[src/rtl/sha256d_nonce_scanner.sv]
// Double-SHA-256 proof-of-work scanner. It compresses header block 1 once into a cached midstate,
// then sweeps nonces through block 2 plus the second hash, comparing the byte-reversed digest with target.
module sha256d_nonce_scanner #(
  parameter int RPC        = 1,
  parameter int NONCE_STEP = 1
) (
  input  logic         clk,
  input  logic         rst_n,
  input  logic         start,
  input  logic         abort,
  input  logic [639:0] header,
  input  logic [31:0]  nonce_start,
  input  logic [31:0]  nonce_end,
  input  logic [255:0] target,
  output logic         busy,
  output logic         done,
  output logic         found,
  output logic [31:0]  found_nonce,
  output logic [255:0] found_hash,
  output logic [31:0]  cur_nonce
);

  if (!(RPC == 1 || RPC == 2 || RPC == 4)) begin : g_bad_rpc
    $error("sha256d_nonce_scanner: RPC must be 1, 2 or 4");
  end

  localparam int          ROUND_CYCLES = 64 / RPC;
  localparam logic [6:0]  LAST_STEP    = 7'(ROUND_CYCLES + 1);
  localparam logic [31:0] STEP_V       = 32'(NONCE_STEP);

  typedef enum logic [2:0] {S_IDLE, S_MID, S_B2, S_DBL, S_CHK} state_e;
  typedef logic [15:0][31:0] win_t;   // [0] = oldest schedule word W[t]
  typedef logic [7:0][31:0]  work_t;  // [0] = a / H0 ... [7] = h / H7

  localparam work_t IV = {32'h5be0cd19, 32'h1f83d9ab, 32'h9b05688c, 32'h510e527f,
                          32'ha54ff53a, 32'h3c6ef372, 32'hbb67ae85, 32'h6a09e667};

  localparam logic [31:0] K [64] = '{
    32'h428a2f98, 32'h71374491, 32'hb5c0fbcf, 32'he9b5dba5, 32'h3956c25b, 32'h59f111f1, 32'h923f82a4, 32'hab1c5ed5,
    32'hd807aa98, 32'h12835b01, 32'h243185be, 32'h550c7dc3, 32'h72be5d74, 32'h80deb1fe, 32'h9bdc06a7, 32'hc19bf174,
    32'he49b69c1, 32'hefbe4786, 32'h0fc19dc6, 32'h240ca1cc, 32'h2de92c6f, 32'h4a7484aa, 32'h5cb0a9dc, 32'h76f988da,
    32'h983e5152, 32'ha831c66d, 32'hb00327c8, 32'hbf597fc7, 32'hc6e00bf3, 32'hd5a79147, 32'h06ca6351, 32'h14292967,
    32'h27b70a85, 32'h2e1b2138, 32'h4d2c6dfc, 32'h53380d13, 32'h650a7354, 32'h766a0abb, 32'h81c2c92e, 32'h92722c85,
    32'ha2bfe8a1, 32'ha81a664b, 32'hc24b8b70, 32'hc76c51a3, 32'hd192e819, 32'hd6990624, 32'hf40e3585, 32'h106aa070,
    32'h19a4c116, 32'h1e376c08, 32'h2748774c, 32'h34b0bcb5, 32'h391c0cb3, 32'h4ed8aa4a, 32'h5b9cca4f, 32'h682e6ff3,
    32'h748f82ee, 32'h78a5636f, 32'h84c87814, 32'h8cc70208, 32'h90befffa, 32'ha4506ceb, 32'hbef9a3f7, 32'hc67178f2
  };

  function automatic logic [31:0] rotr(input logic [31:0] x, input int n);
    return (x >> n) | (x << (32 - n));
  endfunction

  function automatic logic [31:0] bsig0(input logic [31:0] x);
    return rotr(x, 2) ^ rotr(x, 13) ^ rotr(x, 22);
  endfunction

  function automatic logic [31:0] bsig1(input logic [31:0] x);
    return rotr(x, 6) ^ rotr(x, 11) ^ rotr(x, 25);
  endfunction

  function automatic logic [31:0] ssig0(input logic [31:0] x);
    return rotr(x, 7) ^ rotr(x, 18) ^ (x >> 3);
  endfunction

  function automatic logic [31:0] ssig1(input logic [31:0] x);
    return rotr(x, 17) ^ rotr(x, 19) ^ (x >> 10);
  endfunction

  function automatic logic [31:0] bswap32(input logic [31:0] x);
    return {x[7:0], x[15:8], x[23:16], x[31:24]};
  endfunction

  function automatic work_t sha_round(input work_t s, input logic [31:0] kt, input logic [31:0] wt);
    logic [31:0] t1;
    logic [31:0] t2;
    work_t       r;
    t1   = s[7] + bsig1(s[4]) + ((s[4] & s[5]) ^ (~s[4] & s[6])) + kt + wt;
    t2   = bsig0(s[0]) + ((s[0] & s[1]) ^ (s[0] & s[2]) ^ (s[1] & s[2]));
    r[7] = s[6];
    r[6] = s[5];
    r[5] = s[4];
    r[4] = s[3] + t1;
    r[3] = s[2];
    r[2] = s[1];
    r[1] = s[0];
    r[0] = t1 + t2;
    return r;
  endfunction

  // RPC rounds chained combinationally; round j consumes window word j.
  function automatic work_t do_rounds(input work_t s, input win_t w, input logic [5:0] t0);
    for (int j = 0; j < RPC; j++) begin
      s = sha_round(s, K[t0 + 6'(j)], w[j]);
    end
    return s;
  endfunction

  function automatic win_t next_window(input win_t w);
    logic [31:0] nw;
    for (int k = 0; k < RPC; k++) begin
      nw = ssig1(w[14]) + w[9] + ssig0(w[1]) + w[0];
      w  = {nw, w[15:1]};
    end
    return w;
  endfunction

  state_e         state_q, state_d;
  logic [6:0]     step_q, step_d;
  logic [31:0]    nonce_q, nonce_d;
  logic           done_q, done_d;
  logic           found_q, found_d;
  logic [31:0]    found_nonce_q, found_nonce_d;
  logic [255:0]   found_hash_q, found_hash_d;

  logic [607:0]   hdr_q, hdr_d;
  logic [31:0]    nonce_end_q, nonce_end_d;
  logic [255:0]   target_q, target_d;
  win_t           w_q, w_d;
  work_t          wk_q, wk_d;
  work_t          h_q, h_d;
  work_t          mid_q, mid_d;

  win_t           load_words;
  work_t          load_cv;
  work_t          round_out;
  win_t           win_next;
  work_t          digest;
  logic [5:0]     t_base;
  logic [255:0]   raw_hash;
  logic [255:0]   hash_le;
  logic           unused_nonce_field;

  assign unused_nonce_field = ^header[31:0];

  // Message block and chaining value presented at the load cycle of each compression.
  always_comb begin
    load_words = '0;
    load_cv    = IV;
    case (state_q)
      S_MID: begin
        for (int i = 0; i < 16; i++) load_words[i] = hdr_q[607 - 32*i -: 32];
      end
      S_B2: begin
        load_words[0]  = hdr_q[95:64];
        load_words[1]  = hdr_q[63:32];
        load_words[2]  = hdr_q[31:0];
        load_words[3]  = bswap32(nonce_q);
        load_words[4]  = 32'h80000000;
        load_words[15] = 32'h00000280;
        load_cv        = mid_q;
      end
      S_DBL: begin
        for (int i = 0; i < 8; i++) load_words[i] = h_q[i];
        load_words[8]  = 32'h80000000;
        load_words[15] = 32'h00000100;
      end
      default: ;
    endcase
  end

  always_comb begin
    t_base    = 6'(int'(step_q - 7'd1) * RPC);
    round_out = do_rounds(wk_q, w_q, t_base);
    win_next  = next_window(w_q);
    raw_hash  = '0;
    hash_le   = '0;
    for (int i = 0; i < 8; i++) begin
      digest[i]                 = h_q[i] + wk_q[i];
      raw_hash[255 - 32*i -: 32] = h_q[i];
    end
    for (int b = 0; b < 32; b++) hash_le[8*b +: 8] = raw_hash[255 - 8*b -: 8];
  end

  // NOTE: every _d gets its hold value first so no path through this block can infer a latch.
  always_comb begin
    state_d       = state_q;
    step_d        = step_q;
    nonce_d       = nonce_q;
    done_d        = 1'b0;
    found_d       = found_q;
    found_nonce_d = found_nonce_q;
    found_hash_d  = found_hash_q;
    hdr_d         = hdr_q;
    nonce_end_d   = nonce_end_q;
    target_d      = target_q;
    w_d           = w_q;
    wk_d          = wk_q;
    h_d           = h_q;
    mid_d         = mid_q;

    if (abort) begin
      state_d = S_IDLE;
    end else begin
      case (state_q)
        S_IDLE: begin
          if (start) begin
            hdr_d         = header[639:32];
            nonce_d       = nonce_start;
            nonce_end_d   = nonce_end;
            target_d      = target;
            found_d       = 1'b0;
            found_nonce_d = '0;
            found_hash_d  = '0;
            step_d        = '0;
            state_d       = S_MID;
          end
        end
        S_MID, S_B2, S_DBL: begin
          if (step_q == 7'd0) begin
            step_d = 7'd1;
            w_d    = load_words;
            h_d    = load_cv;
            wk_d   = load_cv;
          end else if (step_q == LAST_STEP) begin
            step_d = '0;
            if (state_q == S_MID) begin
              mid_d   = digest;
              state_d = S_B2;
            end else begin
              h_d     = digest;
              state_d = (state_q == S_B2) ? S_DBL : S_CHK;
            end
          end else begin
            step_d = step_q + 7'd1;
            wk_d   = round_out;
            w_d    = win_next;
          end
        end
        S_CHK: begin
          if (hash_le <= target_q) begin
            found_d       = 1'b1;
            found_nonce_d = nonce_q;
            found_hash_d  = raw_hash;
            done_d        = 1'b1;
            state_d       = S_IDLE;
          end else if (nonce_q == nonce_end_q) begin
            done_d  = 1'b1;
            state_d = S_IDLE;
          end else begin
            nonce_d = nonce_q + STEP_V;
            state_d = S_B2;
          end
        end
        default: state_d = S_IDLE;
      endcase
    end
  end

  // NOTE: non-blocking assignments make all flops update together from pre-edge values.
  always_ff @(posedge clk or negedge rst_n) begin
    if (!rst_n) begin
      state_q       <= S_IDLE;
      step_q        <= '0;
      nonce_q       <= '0;
      done_q        <= 1'b0;
      found_q       <= 1'b0;
      found_nonce_q <= '0;
      found_hash_q  <= '0;
    end else begin
      state_q       <= state_d;
      step_q        <= step_d;
      nonce_q       <= nonce_d;
      done_q        <= done_d;
      found_q       <= found_d;
      found_nonce_q <= found_nonce_d;
      found_hash_q  <= found_hash_d;
    end
  end

  // NOTE: datapath and captured operands carry no reset; they are always written before being read.
  always_ff @(posedge clk) begin
    hdr_q       <= hdr_d;
    nonce_end_q <= nonce_end_d;
    target_q    <= target_d;
    w_q         <= w_d;
    wk_q        <= wk_d;
    h_q         <= h_d;
    mid_q       <= mid_d;
  end

  assign busy        = (state_q != S_IDLE);
  assign done        = done_q;
  assign found       = found_q;
  assign found_nonce = found_nonce_q;
  assign found_hash  = found_hash_q;
  assign cur_nonce   = nonce_q;

endmodule

[config.mk]
export PLATFORM = sky130hd
export DESIGN_NAME = sha256d_nonce_scanner
export DESIGN_NICKNAME = d
export VERILOG_FILES = /design/src/rtl/sha256d_nonce_scanner.sv
export SDC_FILE = /design/constraint.sdc
export NUM_CORES = 2
export LEC_CHECK = 0
export ABC_AREA = 0
export CORE_MARGIN = 2
export CORE_UTILIZATION = 50
export DETAILED_ROUTE_END_ITERATION = 10
export PLACE_DENSITY = 0.72
export SYNTH_ARGS = -nofsm -noshare
export SYNTH_HDL_FRONTEND = slang
export SYNTH_SLANG_ARGS = --single-unit
[constraint.sdc]
create_clock -name clk -period 35.4 [get_ports clk]
set_clock_uncertainty 0.1 [all_clocks]
set_input_delay 5.31 -clock clk [delete_from_list [all_inputs] [get_ports clk]]
set_output_delay 5.31 -clock clk [all_outputs]
set_load 0.03 [all_outputs]
Yosys cells after proc, flatten, opt, wreduce, memory -nomap -nowiden
Memories as Yosys holds them, arrays and structs flattened.
Cells that the tools add are included.
- memories: 1
- logic and storage cells: 178
- bits in read-only memories: 2048
- flip-flop bits (word level): 2508
- output and inout bits: 323
- memory list (name ; depth ; bits a word ; rd ports ; clocked after memory_dff ; wr ports ; RTL line ; text):
    (name not given) ; 64 ; 32 ; 1 ; 0 ; 0 ; 93 ; s = sha_round(s, K[t0 + 6'(j)], w[j]);
- eq/ne operators: 15
- reductions and logical operators: 15
- $lt $le $gt $ge: 2
- bitwise logic cells: 30
- add/sub/neg operators: 21
- mux-type cells: 44
- operators by type and width (cell ; count):
    $mux W256 ; 8
    $mux W512 ; 2
    $add A32 B32 Y32 ; 18
    $pmux W256 S2 ; 1
    $pmux W160 S3 ; 1
    $xor A32 B32 Y32 ; 9
    $le A256 B256 Y1 ; 1
    $pmux W128 S2 ; 1
    $mux W32 ; 7
    $mux W192 ; 1
    $and A32 B32 Y32 ; 5
    $pmux W32 S2 ; 2
    $pmux W32 S3 ; 1
    $add A32 B1 Y32 const B ; 1
    $eq A32 B32 Y1 ; 1
    $not A32 Y32 ; 1
    $or A10 B32 Y32 ; 1
    $or A13 B32 Y32 ; 1
    $or A14 B32 Y32 ; 1
    $or A15 B32 Y32 ; 1
    $or A19 B32 Y32 ; 1
    $or A21 B32 Y32 ; 1
    $or A25 B32 Y32 ; 1
    $or A26 B32 Y32 ; 1
    30 further kinds ; 59

Longest topological paths before layout
- depth after elaboration: 10
- mapped depth: 42
- depth with buffers taken out: 39

Worst setup path before layout
Ideal clock, no wire load.
- kind: input to register
- start point: in abort
- end point: reg wk_q (netlist bit round_out[100]) (enable)
- buffers on the path: 1
- setup time: 1.923 ns
- setup slack: -4.223 ns
- arrival: 37.600 ns
- stages on the path: 4
- path through: clkbuf_1 nor2_1 o21ai_0 nor2_1
- cells in the longest elaborated chain, start to end: 2
- RTL lines (what ; RTL line ; text):
    from (decl) ; 10 ; input logic abort,
    $not A1 Y1 (no line) ; n/a ;
    $reduce_and A3 Y1 (no line) ; n/a ;
    to (signal assigned) ; 276 ; wk_q <= wk_d;
    to (decl) ; 119 ; work_t wk_q, wk_d;
Every way passes these cells.
A chain may end at the register's enable or synchronous reset.

Worst setup path after layout
- start point: reg step_q[1]
- end point: reg wk_q (netlist bit round_out[63]), data pin
- cells in the longest elaborated chain, start to end: 10
- elaborated cells between the ends (all ways): 11
- those cells by class: add/sub: 4; mux: 4; bitwise: 1; reduce/logical: 1; memory: 1
- RTL lines (what ; RTL line ; text):
    from (decl) ; 108 ; logic [6:0] step_q, step_d;
    from (signal assigned) ; 261 ; step_q <= step_d;
    $sub A6 B1 Y6 ; 162 ; t_base = 6'(int'(step_q - 7'd1) * RPC);
    $not A6 Y7 (not written as such) ; 93 ;
    $mem_v2 Z64 W32 ; n/a ;
    $mux W32 (not written as such) (2 in a row) ; 93 ;
    $add A32 B32 Y32 (2 in a row) ; 77 ; t1 = s[7] + bsig1(s[4]) + ((s[4] & s[5]) ^ (~s[4] & s[6])) + kt + wt;
    $add A32 B32 Y32 ; 86 ; r[0] = t1 + t2;
    $mux W256 ; 214 ; end else if (step_q == LAST_STEP) begin
    $mux W256 * ; 209 ; if (step_q == 7'd0) begin
Every way passes the cells marked *; elsewhere a longest branch is shown, timed or not. The select of a mux whose other input is x is not followed.

==> flow_summary.ini <==
[synthesis]
syn_inst = 10700
synth-xor-area-share_pct = 4.20
ys_seq_area_share_pct = 57.3
syn_avg_cell_area_sq_um = 12.0
syn-num-nets = 12500
ys.flop_type = edfxtp_1
synth-seq-cells = 2508
synth_fa_ha_area_share_pct = 9.60
synth.distinct_cells = 87
synth-simple-area-share_pct = 7.72
async_flop_share_pct = 13.2
yosysWarnings = 0
yosys-top-cells-area = edfxtp_1 51%, dfrtp_1 6.5%, ha_1 6.3%
synth_area_leader_cell = edfxtp_1
synth.top_cell.area_share_pct = 50.9
synth_compound_area_share_pct = 15.3
synth_area_sq_mm = 0.128
synth.area.mux_share_pct = 2.35
synth_top_family_by_area = compound AO/OA/AOI/OAI gates
synth_edf_count = 2176

[clocking]
ctsHoldBuffers = 0
clkLatencyLatePin_ns = 0.97
h-tree-depth = 5
cts.clk_slew.worst_paths_ns = 0.06
cts_tree = built
post_cts_resized = 0
clk_path_buf_depth = 4
cts_setup_buffers = 0
cts_sinks = 2508
root_buffer = clkbuf_16
numCtsBuffers = 289

[worst_setup_path]
crit_arrival_ns = 13.49
cp.buffers_inverters = 6
critPathCaptureType = register
startpoint = step_q[1]$_DFFE_PN0P_
required_ns = 35.93
cpPeakStageDelay_ns = 0.77
r2r-start = step_q[1]$_DFFE_PN0P_
crit_type = register to register
worst-path-stages = 37
worstSetupStartpointType = register
cpMaxStageDelayCell = ha_2
reg2reg_to = round_out[63]$_DFFE_PP_
path_max_fanout = 74
cpLargestDelayFamily = compound AO/OA/AOI/OAI gates
r2r_slack_ns = 22.44
crit_path_frequent_cell = fa_1
r2r_cells = 37
crit_end = round_out[63]$_DFFE_PP_

[die]
initial_core_util_pct = 50.1
io_pins = 1287
fp-row-count = 186
die_y_um = 511
die_w_um = 511
core_sq_mm = 0.256
fp.dieArea_sq_mm = 0.261

[placement]
gp_congestion = 0.985
dp_hpwl_mm = 364
placed_cell_area_sq_mm = 0.144
io_buffers = 1254

[cells_and_area]
post-route-cell-area_sq_mm = 0.154
utilization_pct = 59.9
layout-drive-gt1-share_pct = 6.12
layout_common_cells = 2176 x edfxtp_1, 1325 x nand2_1, 1253 x clkdlybuf4s50_1
finalNetCount = 13600
final_common_cell = edfxtp_1
syn_to_final_growth_pct = 19.5
fillerInstances = 20200
multi_input_area_sq_mm = 0.0505
register_area_sq_mm = 0.0737

[sta]
setup_tns_ns = 0
hold_violations = 0
rsz0062_at_grt = no
finalCriticalPeriod_ns = 12.96
finalCritPeriodShare_pct = 36.6
slew_viol_final = 0
max_freq_mhz = 77.1
slew_headroom_pct = 9.99
setup_viol = 0
worstMarginPinSlew_ns = 1.34

[routing]
antenna_left = 0
wl_per_cell_um = 31.6
wl_mm = 489
vias = 97600
vias_per_cell = 6.31
firstDrtPassIters = 8
first_iter_violations = 13700
post-route-drc-count = 0

[run]
maxCapViolCount = 0

[grt]
grt_pass1_wl_mm = 679
grt_pass1_vias = 92400
grt_usage_pct = 36.4
grt_max_degree = 194
grt_antenna_before_repair = 77
globalRouteOverflowTotal = 0

[min_path]
hold_class = register to register

[status]
status = finished clean
==> worst reg2reg max path, delay by kind of cell, from the launching register on <==
family | cells | cell delay [ns]
compound gates | 16 | 4.22
buf+inv | 6 | 2.31
flops | 1 | 0.32
xor+xnor | 2 | 0.84
simple gates | 5 | 0.93
fa+ha+maj | 8 | 3.97
==> cell families (layout without fill, tap and decap cells) <==
| logic type | Yosys count | count (layout) |
|---|---|---|
| simple gates | 2285 | 2285 |
| flops | 2508 | 2508 |
| mux | 280 | 280 |
| fa+ha+maj | 873 | 873 |
| other cells | 0 | 61 |
| xor+xnor | 616 | 616 |
| compound gates | 2953 | 2953 |
| buf+inv | 1165 | 2509 |
==> Yosys cell counts, types with 16 or more instances <==
| cell | instances |
|---|---|
| nor2_1 | 355 |
| o21ai_1 | 206 |
| o21bai_1 | 43 |
| xnor2_1 | 470 |
| a21o_1 | 199 |
| or3_1 | 26 |
| o22ai_1 | 18 |
| o22a_1 | 202 |
| mux2_2 | 118 |
| inv_1 | 594 |
| o31ai_1 | 177 |
| a211oi_1 | 63 |
| dfrtp_1 | 332 |
| nand3_1 | 112 |
| and3_1 | 27 |
| a211o_1 | 16 |
| a22oi_1 | 135 |
| o21ai_0 | 672 |
| clkbuf_1 | 481 |
| edfxtp_1 | 2176 |
| buf_1 | 25 |
| clkbuf_2 | 20 |
| nand4_1 | 86 |
| xor2_1 | 146 |
| fa_1 | 197 |
| nor3_1 | 116 |
| nor2b_1 | 65 |
| a31oi_1 | 43 |
| mux2i_1 | 157 |
| a21oi_1 | 514 |
| nand2b_1 | 62 |
| o21a_1 | 76 |
| o211ai_1 | 35 |
| nand2_1 | 1327 |
| a22o_1 | 370 |
| buf_2 | 25 |
| nor4_1 | 27 |
| ha_1 | 647 |
| and4_1 | 17 |
| o31a_1 | 18 |
| maj3_1 | 29 |
==> cell type report <==
class / instances / area share (%)
clock buffer: 383 / 5.12
sequential: 2508 / 48.0
clock inverter: 115 / 0.694
multi-input combinational: 7007 / 32.9
antenna: 61 / 0.0994
tap: 3384 / 2.76
timing repair buffer: 1414 / 9.00
inverter: 597 / 1.46
==> how the worst min path moves through the flow <==
stage / start / endpoint / depth (start not counted)
after CTS: found$_DFFE_PN0P_ / found$_DFFE_PN0P_ / 1
after floorplan: w_q[191]$_DFFE_PP_ / w_q[159]$_DFFE_PP_ / 2
after detailed placement: found$_DFFE_PN0P_ / found$_DFFE_PN0P_ / 1
after global routing: hdr_q[194]$_DFFE_PP_ / w_q[386]$_DFFE_PP_ / 1
after global placement: found$_DFFE_PN0P_ / found$_DFFE_PN0P_ / 1
final: w_q[275]$_DFFE_PP_ / w_q[243]$_DFFE_PP_ / 2
==> sequential cells by signal, indices dropped and copies added, names as in the netlist <==
register     flops
cur_nonce       32
round_out      192
target_q       256
found_nonce     32
nonce_end_q     32
mid_q          256
found            1
h_q            256
wk_q            64
hdr_q          608
step_q           7
done             1
found_hash     256
state_q          3
w_q            512
==> per-stage QoR <==
step           worst slack [ns]  cells  hold slack, ns
2_1_floorplan              3.98  10700           0.389
3_3_place_gp              22.57  14900           0.374
3_5_place_dp              22.38  14900           0.369
4_1_cts                   22.77  15400           0.390
5_1_grt                   21.93  15500           0.407
6_report                  22.44  15500           0.391
==> metal layers <==
layer  up-vias  GRT usage [%]  share of wire (%)
met1     48600           50.3                 39
li1      41800              -                  -
met4        14           20.4                6.3
met3      1057           7.60                 11
met5         -              0              0.020
met2      6139           53.7                 44
Power is not shown: default switching activity piles up to over one toggle a cycle in this logic, so the estimate is an artifact.
